$ cat config.mk
export PLATFORM = sky130hd
export DESIGN_NAME = serial_bus_master
export DESIGN_NICKNAME = d
export VERILOG_FILES = /design/src/rtl/serial_bus_master.sv
export SDC_FILE = /design/constraint.sdc
export NUM_CORES = 1
export LEC_CHECK = 0
export ABC_AREA = 1
export CAP_MARGIN = 10
export CORE_MARGIN = 1
export CORE_UTILIZATION = 65
export DETAILED_ROUTE_END_ITERATION = 8
export DONT_BUFFER_PORTS = 1
export PLACE_DENSITY = 0.86
export REMOVE_ABC_BUFFERS = 1
export SKIP_CTS_REPAIR_TIMING = 1
export SLEW_MARGIN = 10
export SYNTH_ARGS = -nofsm -noshare
export SYNTH_HDL_FRONTEND = slang
export SYNTH_SLANG_ARGS = --single-unit
$ cat constraint.sdc
create_clock -name clk -period 3.05 [get_ports clk]
set_input_delay 0.61 -clock clk [delete_from_list [all_inputs] [get_ports clk]]
set_output_delay 0.61 -clock clk [all_outputs]
set_load 0.02 [all_outputs]
$ cat src/rtl/serial_bus_master.sv
// serial_bus_master: initiator for the single-wire-per-direction serial bus
`timescale 1ns/1ps
module serial_bus_master #(
    parameter int ADDR_WIDTH = 12,
    parameter int DATA_WIDTH = 8,
    parameter int ALIGN_CYC  = 3
) (
    input  logic                  clk,
    input  logic                  rstn,
    input  logic                  req_i,
    input  logic                  wr_i,
    input  logic [ADDR_WIDTH-1:0] addr_i,
    input  logic [DATA_WIDTH-1:0] wdata_i,
    output logic                  ready_o,
    output logic                  done_o,
    output logic [DATA_WIDTH-1:0] rdata_o,
    output logic                  active_o,
    output logic                  tx_o,
    input  logic                  rx_i
);
    localparam int CW = $clog2(ADDR_WIDTH + DATA_WIDTH + ALIGN_CYC + 1);

    typedef enum logic [2:0] {IDLE, START, ALIGN, ADDR, WDATA, RGAP, RDATA} state_t;

    state_t                state_q, state_d;
    logic [CW-1:0]         cnt_q, cnt_d;
    logic                  tx_q, tx_d;
    logic                  done_q, done_d;
    logic [DATA_WIDTH-1:0] rdata_q, rdata_d;
    logic                  wr_q, wr_d;
    logic [ADDR_WIDTH-1:0] addr_q, addr_d;
    logic [DATA_WIDTH-1:0] wdata_q, wdata_d;
    logic [DATA_WIDTH-1:0] shift_q, shift_d;

    assign ready_o  = (state_q == IDLE) && rx_i;
    assign active_o = (state_q != IDLE);
    assign done_o   = done_q;
    assign rdata_o  = rdata_q;
    assign tx_o     = tx_q;

    // Next state: address and write data are shifted out of their capture registers LSB first
    always_comb begin
        state_d = state_q;
        cnt_d   = cnt_q;
        tx_d    = tx_q;
        done_d  = 1'b0;
        rdata_d = rdata_q;
        wr_d    = wr_q;
        addr_d  = addr_q;
        wdata_d = wdata_q;
        shift_d = shift_q;
        case (state_q)
            IDLE: if (req_i && ready_o) begin
                wr_d    = wr_i;
                addr_d  = addr_i;
                wdata_d = wdata_i;
                tx_d    = 1'b0;
                state_d = START;
            end
            START: if (!rx_i) begin
                cnt_d   = '0;
                state_d = ALIGN;
            end
            ALIGN: if (cnt_q == CW'(ALIGN_CYC - 1)) begin
                tx_d    = addr_q[0];
                addr_d  = addr_q >> 1;
                cnt_d   = CW'(1);
                state_d = ADDR;
            end else begin
                cnt_d = cnt_q + CW'(1);
            end
            ADDR: if (cnt_q == CW'(ADDR_WIDTH)) begin
                tx_d    = wr_q;
                cnt_d   = '0;
                state_d = wr_q ? WDATA : RGAP;
            end else begin
                tx_d   = addr_q[0];
                addr_d = addr_q >> 1;
                cnt_d  = cnt_q + CW'(1);
            end
            WDATA: if (cnt_q == CW'(DATA_WIDTH)) begin
                tx_d    = 1'b1;
                done_d  = 1'b1;
                cnt_d   = '0;
                state_d = IDLE;
            end else begin
                tx_d    = wdata_q[0];
                wdata_d = wdata_q >> 1;
                cnt_d   = cnt_q + CW'(1);
            end
            RGAP: begin
                tx_d = 1'b1;
                if (cnt_q == CW'(1)) begin
                    cnt_d   = '0;
                    state_d = RDATA;
                end else begin
                    cnt_d = cnt_q + CW'(1);
                end
            end
            RDATA: begin
                shift_d = {rx_i, shift_q[DATA_WIDTH-1:1]};
                if (cnt_q == CW'(DATA_WIDTH - 1)) begin
                    rdata_d = shift_d;
                    done_d  = 1'b1;
                    cnt_d   = '0;
                    state_d = IDLE;
                end else begin
                    cnt_d = cnt_q + CW'(1);
                end
            end
            default: state_d = IDLE;
        endcase
    end

    // State and datapath registers with asynchronous active-low reset
    always_ff @(posedge clk or negedge rstn) begin
        if (!rstn) begin
            state_q <= IDLE;
            cnt_q   <= '0;
            tx_q    <= 1'b1;
            done_q  <= 1'b0;
            rdata_q <= '0;
            wr_q    <= 1'b0;
            addr_q  <= '0;
            wdata_q <= '0;
            shift_q <= '0;
        end else begin
            state_q <= state_d;
            cnt_q   <= cnt_d;
            tx_q    <= tx_d;
            done_q  <= done_d;
            rdata_q <= rdata_d;
            wr_q    <= wr_d;
            addr_q  <= addr_d;
            wdata_q <= wdata_d;
            shift_q <= shift_d;
        end
    end
endmodule
Word-level counts from Yosys, hierarchy flattened
Cells that the tools add are included.
- $add $sub $neg: 1
- $mul: 0
- div/mod/pow operators: 0
- order comparisons: 0
- equal/unequal tests: 20
- shift operators: 0
- multiplexer cells: 31
- bitwise logic cells: 0
- reduce and logical (&&, ||, !) cells: 15
- operators by type and width (cell ; count):
    two-way mux 12 bit ; 3
    one-hot mux 12 bit (3 select lines) ; 1
    two-way mux 5 bit ; 6
    one-hot mux 5 bit (6 select lines) ; 1
    two-way mux 3 bit ; 7
    one-hot mux 3 bit (7 select lines) ; 1
    two-way mux 8 bit ; 2
    inequality test 2 bit, second input constant ; 8
    one-hot mux 8 bit (2 select lines) ; 1
    == test 5 x 4 -> 1 bit, second input constant ; 2
    == test 3 bit, second input constant ; 3
    two-way mux 1 bit ; 7
    AND reduction 7 bit ; 1
    == test 3 x 2 -> 1 bit, second input constant ; 2
    AND reduction 2 bit ; 3
    AND reduction 3 bit ; 2
    nonzero test 3 bit ; 2
    nonzero test 6 bit ; 1
    adder 5 x 1 -> 5 bit, second input constant ; 1
    == test 5 x 1 -> 1 bit, second input constant ; 1
    == test 5 x 2 -> 1 bit, second input constant ; 1
    == test 5 x 3 -> 1 bit, second input constant ; 1
    one-hot mux 1 bit (5 select lines) ; 1
    nonzero test 5 bit ; 1
    7 further kinds ; 8
- flip-flop bits (word level): 47
- bits in latches: 0
- bits in writable memories: 0
- ROM bits: 0
- bits of input ports: 25
- output and inout bits: 12
- word-level logic and storage cells: 76
- memories kept: 0

Longest topological paths before layout
Gate-level depths: netlist (run 1).
- word-level depth: 5
- gate-level depth with buffers: 11
- depth with buffers taken out: 11

Worst setup path before layout (run 1)
Ideal clock, no wire load.
- path type: reg2out
- start point: reg state_q[2]
- end point: out ready_o
- data arrival time: 1111 ps
- data required time: 2440 ps
- setup slack: 1329 ps
- stages on the path, launching flop included: 5
- path buffers: 1
- cell sequence: dfrtp_1 buf_6 nor2_4 nand2_2 nor2_1
- longest elaborated chain between the ends: 2
- RTL lines (what ; RTL line ; RTL):
    from (decl) ; 25 ; state_t state_q, state_d;
    from (signal assigned) ; 128 ; state_q <= state_d;
    zero test 3 bit ; 35 ; assign ready_o = (state_q == IDLE) && rx_i;
    logical AND 1 bit ; 35 ;
    to (decl) ; 14 ; output logic ready_o,
No other way between the ends.

Worst setup path after layout (run 1)
Ends and elaborated chain as after synthesis.

==> metrics.cfg, run 1 <==
[synth]
netlist_area_sq_mm=0.002604
synthFlopType=dfrtp_1
syn_inst=295
ys_seq_elements=46
synth_top_area_frac=0.4325
ys_async_sr_fraction=1.000
synth_edf_count=0
ys_top_cells_by_area=dfrtp_1, nand2_1, nand2_4
synth_top_cell_by_area=dfrtp_1
syn_area_per_cell_sq_um=8.826
yosysSeqAreaShare=0.4426
yosysMostFrequentCell=nand2_1
yosysWarnings=0
synth_common_cells=nand2_1, dfrtp_1, inv_1
ys_types=31

[global_route]
grt_overflow_total=0
grt_max_degree=47
grt_pass1_wl_um=8473
grt_use_total=0.2629
grt_pass1_vias=1909
antenna_found_initial=0

[clock_tree]
htreeDepth=2
clkLatencyLatePin_ns=0.30
cts-root-buf=clkbuf_8
cts_tree=yes
cts.sinks=46
clk_path_buf_depth=2
cts_made_buffers=5
clkTransAtPathRegs_ns=0.08

[worst_setup_path]
start_kind=register
reg2reg_depth=9
arrival_ns=1.63
worstSetupPathType=register to output port
critPathMaxFanout=8
cp_data_required_time_ns=2.44
end_kind=output port
r2r_setup_slack_ns=1.12

[power_and_ir_drop]
p_per_area_mw_per_mm2=1027
p_leak_nw=1.294
ir_drop_v=0.0008512
power.internal_w=0.001524
p_sw_w=0.001270
seqPwrFrac=0.377
combPwrFrac=0.460
sw_frac_of_total=0.4546
pwr-share-clk=0.163

[timing]
hold_viol_final=0
final.period_utilization=0.7333
clock_skew_ns=0.005004
tightestPinTransition_ns=0.7033
finalSetupViolCount=0
period_minus_slack_ns=2.237
tns_ns=0
finalMaxSlewViolations=0
fmax_mhz=447.1
fin_ws_ns=0.8134
maxSlewHeadroom=0.5311
grt_setup_unrepaired=false

[floorplan]
die_area_sq_mm=0.004263
dieHeight_um=65.29
num_rows=22
coreArea_sq_mm=0.003744
io_pins=37
chipWidth_um=65.29
initial_utilization=0.6955

[drt]
ant_nets=0
vias_per_cell=5.650
via_count=1938
dr.pass1.iters=4
routedWlPerCell_um=14.40
drc_errors=0
drt_iter0_drc=135
routed_wl_um=4938

[finish]
final_nets=324
drive_above_1_share=0.1966
finalNonFillerCells=343
fin_util=0.7269
diodes=0
n_fill_cell=284
final_area_sq_mm=0.002721
area_delta_synth_final_pct=4.517

[flow_run]
drv_cap=0

[place]
dp_slack_ns=1.150
dp_hpwl_um=3445
routabilityCongestion=0.8732
dpl_cell_area_sq_mm=0.002584
port_buffers=0
dp_cells=334

[run_status]
outcome=finished clean

[hold_path]
hold_path_class=primary input to asynchronous set/reset pin

-- power groups by stage --
stage | clock network [W] | registers [W] | logic (W)
6_report | 0.000456 | 0.00105 | 0.00129
5_1_grt | 0.000479 | 0.00108 | 0.00145
4_1_cts | 0.000463 | 0.00105 | 0.00128
3_5_place_dp | 0 | 0.00106 | 0.00127
3_3_place_gp | 0 | 0.00105 | 0.00121
2_1_floorplan | 0 | 0.00102 | 0.00106
-- critical path, stage by stage (launching register included) --
cell and delay (ns):
dfrtp_1 0.57, nor2_4 0.22, nand2_2 0.15, nor2_1 0.39
-- registers in the layout, indices dropped and copies added, names as in the netlist --
name and cells:
done_o 1, state_q 3, tx_o 1, rdata_o 8
cnt_q 5, wdata_q 8, shift_q 7, addr_q 12
wr_q 1
-- path summary, 6_finish.rpt --
path / startpoint / endpoint
max: state_q[2]$_DFFE_PN0P_ / ready_o
min: rstn / rdata_o[3]$_DFFE_PN0P_
max reg2reg: cnt_q[0]$_DFFE_PN0P_ / addr_q[0]$_DFFE_PN0P_
min reg2reg: shift_q[6]$_DFFE_PN0N_ / shift_q[5]$_DFFE_PN0N_
max in group asynchronous: rstn / cnt_q[4]$_DFFE_PN0P_
min in group clk: rx_i / shift_q[7]$_DFFE_PN0N_
-- per-layer routing --
| layer | track usage | vias to the layer above | share of wire |
|---|---|---|---|
| met3 | 0.06250 | 11 | 0.070 |
| met2 | 0.4175 | 54 | 0.48 |
| met5 | 0 | - | 0 |
| li1 | - | 956 | - |
| met4 | 0.1467 | 0 | 0.018 |
| met1 | 0.3280 | 917 | 0.43 |
-- layout make-up --
class / count / area [sq um] / area share
multi-input combinational: 211 / 1257 / 0.4621
sequential: 46 / 1152 / 0.4235
inverter: 29 / 113.9 / 0.04184
clock buffer: 6 / 72.57 / 0.02667
tap: 48 / 60.06 / 0.02207
clock inverter: 2 / 37.54 / 0.01379
timing repair buffer: 1 / 27.53 / 0.01011
-- through the flow --
stage	hold slack [ns]	power (W)
after floorplan	0.3144	0.002083
after global placement	0.3154	0.002264
after detailed placement	0.3155	0.002327
after CTS	-0.01777	0.002793
after global routing	0.1283	0.003006
final	0.1392	0.002794
-- kinds of logic after synthesis --
group                      Yosys count  share of synthesized area
and+or+nand+nor                    145                     0.2936
AOI/OAI and AO/OA                   49                     0.1187
DFF                                 46                     0.4426
buffers and inverters               38                    0.07448
muxes                               12                    0.04661
adders and majority gates            5                    0.02403
-- placed cells by master (no fill, tap or decap), types with 2 or more instances in the layout --
| master | synthesis | layout |
|---|---|---|
| a21oi_1 | 4 | 4 |
| clkbuf_8 | 0 | 5 |
| dfrtp_1 | 45 | 45 |
| ha_1 | 5 | 5 |
| inv_1 | 22 | 22 |
| inv_2 | 5 | 5 |
| inv_4 | 2 | 2 |
| mux2i_1 | 11 | 11 |
| nand2_1 | 77 | 77 |
| nand2_2 | 6 | 6 |
| nand2_4 | 10 | 10 |
| nand3_1 | 20 | 20 |
| nor2_1 | 17 | 17 |
| nor2_2 | 2 | 2 |
| nor2_4 | 7 | 7 |
| nor3_1 | 2 | 2 |
| o211ai_1 | 7 | 7 |
| o21ai_0 | 9 | 9 |
| o21ai_1 | 16 | 16 |
| o21ai_2 | 12 | 12 |
No activity file was read; power rests on OpenSTA's default activity.
==> inputs of run 2 (changes only) <==
- CORE_UTILIZATION: 65 -> 57
- PLACE_DENSITY: 0.86 -> 0.8
- clock period: 3.05 -> 1.9 ns (I/O delays scaled with it)
==> run 2 against run 1 <==
  * Utilization is 8.6 points lower
  * Clock skew is 0.0073 ns higher
  * Final cell count rose by 3.8%
  * Sequential power is 60% higher
  * Power rose by 65%
  * Register-to-register slack got worse by 0.96 ns
  * Count of clock-buffer cells in the layout unchanged
  * Largest power group unchanged
  * Non-clock buffer count grew 9
==> metrics.cfg, run 2 (synthesis results as in run 1) <==
[run_status]
outcome=finished clean

[power_and_ir_drop]
pwr-share-clk=0.160
p_leak_nw=1.335
ir_drop_v=0.0009800
sw_frac_of_total=0.4510
combPwrFrac=0.476
seqPwrFrac=0.364
power.internal_w=0.002528
p_per_area_mw_per_mm2=1638
p_sw_w=0.002077

[finish]
area_delta_synth_final_pct=7.977
final_nets=333
final_cell_mix=nand2_1, dfrtp_1, inv_1, nand3_1, nor2_1
diodes=0
drive_above_1_share=0.2237
regMostFlops=addr_q
mostFrequentLayoutCell=nand2_1
largest_reg_flops=12

[clock_tree]
clk_path_buf_depth=2
cts_made_buffers=5
cts.sinks=46
clkTransAtPathRegs_ns=0.09
clkLatencyLatePin_ns=0.31
htreeDepth=2
cts-root-buf=clkbuf_8
cts_tree=yes

[place]
port_buffers=0
dp_slack_ns=0.05509
routabilityCongestion=0.8452
dp_hpwl_um=3513

[worst_setup_path]
critPathMaxFanout=8
crit_slowest_cell=dfrtp_2
start_kind=register
reg2reg_depth=9
critPathCapture=ready_o
arrival_ns=1.49
rr_endpoint=cnt_q[3]$_DFFE_PN0P_
cp_data_required_time_ns=1.52
crit_path_max_incr_delay_ns=0.52
end_kind=output port
worstSetupPathType=register to output port
reg2reg_from=cnt_q[0]$_DFFE_PN0P_
r2r_setup_slack_ns=0.16
cp_cell_sequence=nor2_4 -> nand2_2 -> buf_6 -> nor2_1 -> buf_4
critPathLaunch=state_q[0]$_DFFE_PN0P_

[floorplan]
die_area_sq_mm=0.004842
initial_utilization=0.5939
io_pins=37
chipWidth_um=69.59
coreArea_sq_mm=0.004384
dieHeight_um=69.59
num_rows=24

[global_route]
grt_pass1_wl_um=8383
grt_pass1_vias=1877
grt_max_degree=47
antenna_found_initial=0
grt_overflow_total=0
grt_use_total=0.2173

[hold_path]
hold_path_class=primary input to register
min_from=addr_i[11]

[drt]
dr.pass1.iters=4
met1_length_um=2194
wl_met3_um=287
dr_wl_met2_um=2281
routedWlPerCell_um=13.58
routed_wl_um=4834
vias_per_cell=5.385
via_count=1917
top_layer_used=met4
ant_nets=0
drc_errors=0
drt_iter0_drc=66

[timing]
fmax_mhz=536.2
finalMaxSlewViolations=0
finalSetupViolCount=0
timing.hold.ws_ns=0.2103
tns_ns=0
maxSlewHeadroom=0.7552
grt_setup_unrepaired=false
period_minus_slack_ns=1.865
final.period_utilization=0.9816
fin_ws_ns=0.03490
hold_viol_final=0
clock_skew_ns=0.01226
tightestPinTransition_ns=0.3659

[flow_run]
drv_cap=0

## run 2: layout make-up
cell class | count | area, sq um
Sequential cell | 46 | 1155
Inverter | 29 | 113.9
Clock buffer | 6 | 72.57
Multi-Input combinational cell | 211 | 1266
Fill cell | 380 | 1573
Tap cell | 52 | 65.06
Timing Repair Buffer | 10 | 101.3
Clock inverter | 2 | 37.54
## run 2: how the worst min path moves through the flow
stage | to | depth (start not counted)
2_1_floorplan | addr_q[0]$_DFFE_PN0P_ | 0
4_1_cts | wdata_q[0]$_DFFE_PN0P_ | 0
3_3_place_gp | rdata_o[5]$_DFFE_PN0P_ | 0
6_report | addr_q[11]$_DFFE_PN0P_ | 2
3_5_place_dp | rdata_o[5]$_DFFE_PN0P_ | 0
5_1_grt | shift_q[7]$_DFFE_PN0N_ | 2
## run 2: power groups by stage
| stage | logic (W) | registers (W) | clock network [W] |
|---|---|---|---|
| 2_1_floorplan | 0.00171 | 0.00164 | 0 |
| 3_3_place_gp | 0.00204 | 0.00168 | 0 |
| 3_5_place_dp | 0.00211 | 0.00169 | 0 |
| 4_1_cts | 0.00213 | 0.00167 | 0.000751 |
| 5_1_grt | 0.00244 | 0.00172 | 0.000786 |
| 6_report | 0.00219 | 0.00168 | 0.000737 |
## run 2: critical path: cells and delay by family, from the launching register on
kind / cells / cell delay [ns]
and+or+nand+nor: 3 / 0.36
buffers and inverters: 2 / 0.29
DFF: 1 / 0.52
## run 2: metal layers
metal	vias to the layer above	track usage
met5	-	0
met4	0	0.07483
met3	6	0.05814
met2	57	0.3528
met1	879	0.2805
li1	975	-
## run 2: metrics by stage
stage	util	instances	total power (W)	area [sq um]
after floorplan	-	286	0.003345	2524
final	0.6413	356	0.004605	2811
after detailed placement	0.6042	346	0.003805	2649
after CTS	0.6293	354	0.004553	2759
after global placement	0.6042	346	0.003722	2649
after global routing	0.6413	356	0.004949	2811
==> inputs of run 3 (changes only) <==
==> constraint.sdc (replaced) <==
create_clock -name clk -period 1.9 [get_ports clk]
set_input_delay 0.38 -clock clk [delete_from_list [all_inputs] [get_ports clk]]
set_output_delay 0.38 -clock clk [all_outputs]
set_load 0.01 [all_outputs]
==> run 3 against run 2 <==
  * Clock skew is 0.0043 ns lower
  * Combinational power fell by 3%
  * Final area decreased by 0.62%
  * Flip-flop and latch count unchanged
  * Hold slack worse by 0.015 ns
  * Critical path depth down 2
  * Non-clock buffer count is 2 lower
  * First-iteration DRC count rose by 50%
  * Largest power group unchanged
  * Highest routed layer unchanged
==> metrics.cfg, run 3 (synthesis results as in run 1) <==
[run_status]
outcome=finished clean

[timing]
finalSetupViolCount=0
period_minus_slack_ns=1.795
tightestPinTransition_ns=0.3636
tns_ns=0
maxSlewHeadroom=0.7576
fmax_mhz=557.0
final.period_utilization=0.9448
grt_setup_unrepaired=false
fin_ws_ns=0.1048
timing.hold.ws_ns=0.1949
clock_skew_ns=0.007963
hold_viol_final=0
finalMaxSlewViolations=0

[finish]
regMostFlops=addr_q
area_delta_synth_final_pct=7.304
final_cell_mix=nand2_1, dfrtp_1, inv_1, nand3_1, nor2_1
mostFrequentLayoutCell=nand2_1
final_nets=331
n_fill_cell=371
drive_above_1_share=0.2185
diodes=0
largest_reg_flops=12
final_area_sq_mm=0.002794

[clock_tree]
htreeDepth=2
cts_made_buffers=5
cts-root-buf=clkbuf_8
cts_tree=yes
cts.sinks=46
clk_path_buf_depth=2
clkTransAtPathRegs_ns=0.08
clkLatencyLatePin_ns=0.30

[worst_setup_path]
arrival_ns=1.42
crit_path_max_incr_delay_ns=0.53
rr_endpoint=cnt_q[3]$_DFFE_PN0P_
worstSetupPathType=register to output port
crit_buf_inv=0
reg2reg_from=cnt_q[0]$_DFFE_PN0P_
critPathLaunch=state_q[2]$_DFFE_PN0P_
r2r_setup_slack_ns=0.22
crit_slowest_cell=dfrtp_2
critPathTopFamily=simple AND/OR/NAND/NOR gates
end_kind=output port
cp_data_required_time_ns=1.52
critPathCapture=ready_o
critPathMaxFanout=8
start_kind=register
path_depth=3
cp_cell_sequence=nor2_4 -> nand2_2 -> nor2_1
reg2reg_depth=9

[drt]
ant_nets=0
via_count=1901
routed_wl_um=4738
dr.pass1.iters=5
drc_errors=0
drt_iter0_drc=99
vias_per_cell=5.370
routedWlPerCell_um=13.38

[power_and_ir_drop]
seqPwrFrac=0.365
p_sw_w=0.001988
power.internal_w=0.002500
p_per_area_mw_per_mm2=1607
sw_frac_of_total=0.4430
pwr-share-clk=0.160
ir_drop_v=0.001123
p_leak_nw=1.324
power_w=0.004489
combPwrFrac=0.475

[floorplan]
initial_utilization=0.5939
die_area_sq_mm=0.004842
chipWidth_um=69.59
dieHeight_um=69.59
io_pins=37
num_rows=24
coreArea_sq_mm=0.004384

[global_route]
grt_pass1_vias=1882
grt_use_total=0.2142
grt_pass1_wl_um=8176
grt_max_degree=47
antenna_found_initial=0
grt_overflow_total=0

[place]
routabilityCongestion=0.8484
dp_hpwl_um=3444
dpl_cell_area_sq_mm=0.002634
port_buffers=0
dp_slack_ns=0.01107

[hold_path]
min_from=rx_i
hold_path_class=primary input to register

[flow_run]
drv_cap=0

==> run 3: worst register-to-register path, cell delays in order (launching register included) <==
cell     delay, ns
dfrtp_1       0.38
inv_1         0.15
ha_1          0.22
nand4_2       0.20
nand2_1       0.13
nand2_1       0.09
nor2_4        0.16
nand2_1       0.12
nand2_1       0.08
nand2_1       0.04
==> run 3: area by class of cell <==
class | count | area (sq um) | area share
flip-flops and latches | 46 | 1154 | 0.4129
inverters | 29 | 113.9 | 0.04075
repair buffers | 8 | 82.58 | 0.02956
clock inverters | 2 | 37.54 | 0.01343
clock buffers | 6 | 72.57 | 0.02597
multi-input cells | 211 | 1269 | 0.4541
well taps | 52 | 65.06 | 0.02329
==> run 3: worst min path at each step <==
stage                                        end  slack, ns  cells past startpoint
final                     shift_q[7]$_DFFE_PN0N_       0.19                      2
after floorplan            addr_q[0]$_DFFE_PN0P_       0.08                      0
after global placement    rdata_o[5]$_DFFE_PN0P_       0.09                      0
after detailed placement  rdata_o[6]$_DFFE_PN0P_       0.09                      0
after CTS                  addr_q[5]$_DFFE_PN0P_      -0.25                      0
after global routing      shift_q[7]$_DFFE_PN0N_       0.19                      2
==> run 3: power by group through the flow <==
stage / Sequential (W) / Clock (W) / Combinational, W
5_1_grt: 0.00167 / 0.000777 / 0.00242
2_1_floorplan: 0.00162 / 0 / 0.00169
4_1_cts: 0.00164 / 0.000740 / 0.00208
3_5_place_dp: 0.00165 / 0 / 0.00207
3_3_place_gp: 0.00164 / 0 / 0.00202
6_report: 0.00164 / 0.000718 / 0.00213
==> run 3: layer usage <==
metal,share of wire,vias up,global-route usage
li1,-,964,-
met5,0,-,0
met4,0.018,0,0.08844
met3,0.048,10,0.06541
met1,0.47,884,0.2861
met2,0.47,43,0.3247
==> run 3: through the flow <==
stage,std cells,utilization
5_1_grt,354,0.6373
4_1_cts,352,0.6259
3_3_place_gp,344,0.6007
6_report,354,0.6373
2_1_floorplan,286,-
3_5_place_dp,344,0.6007
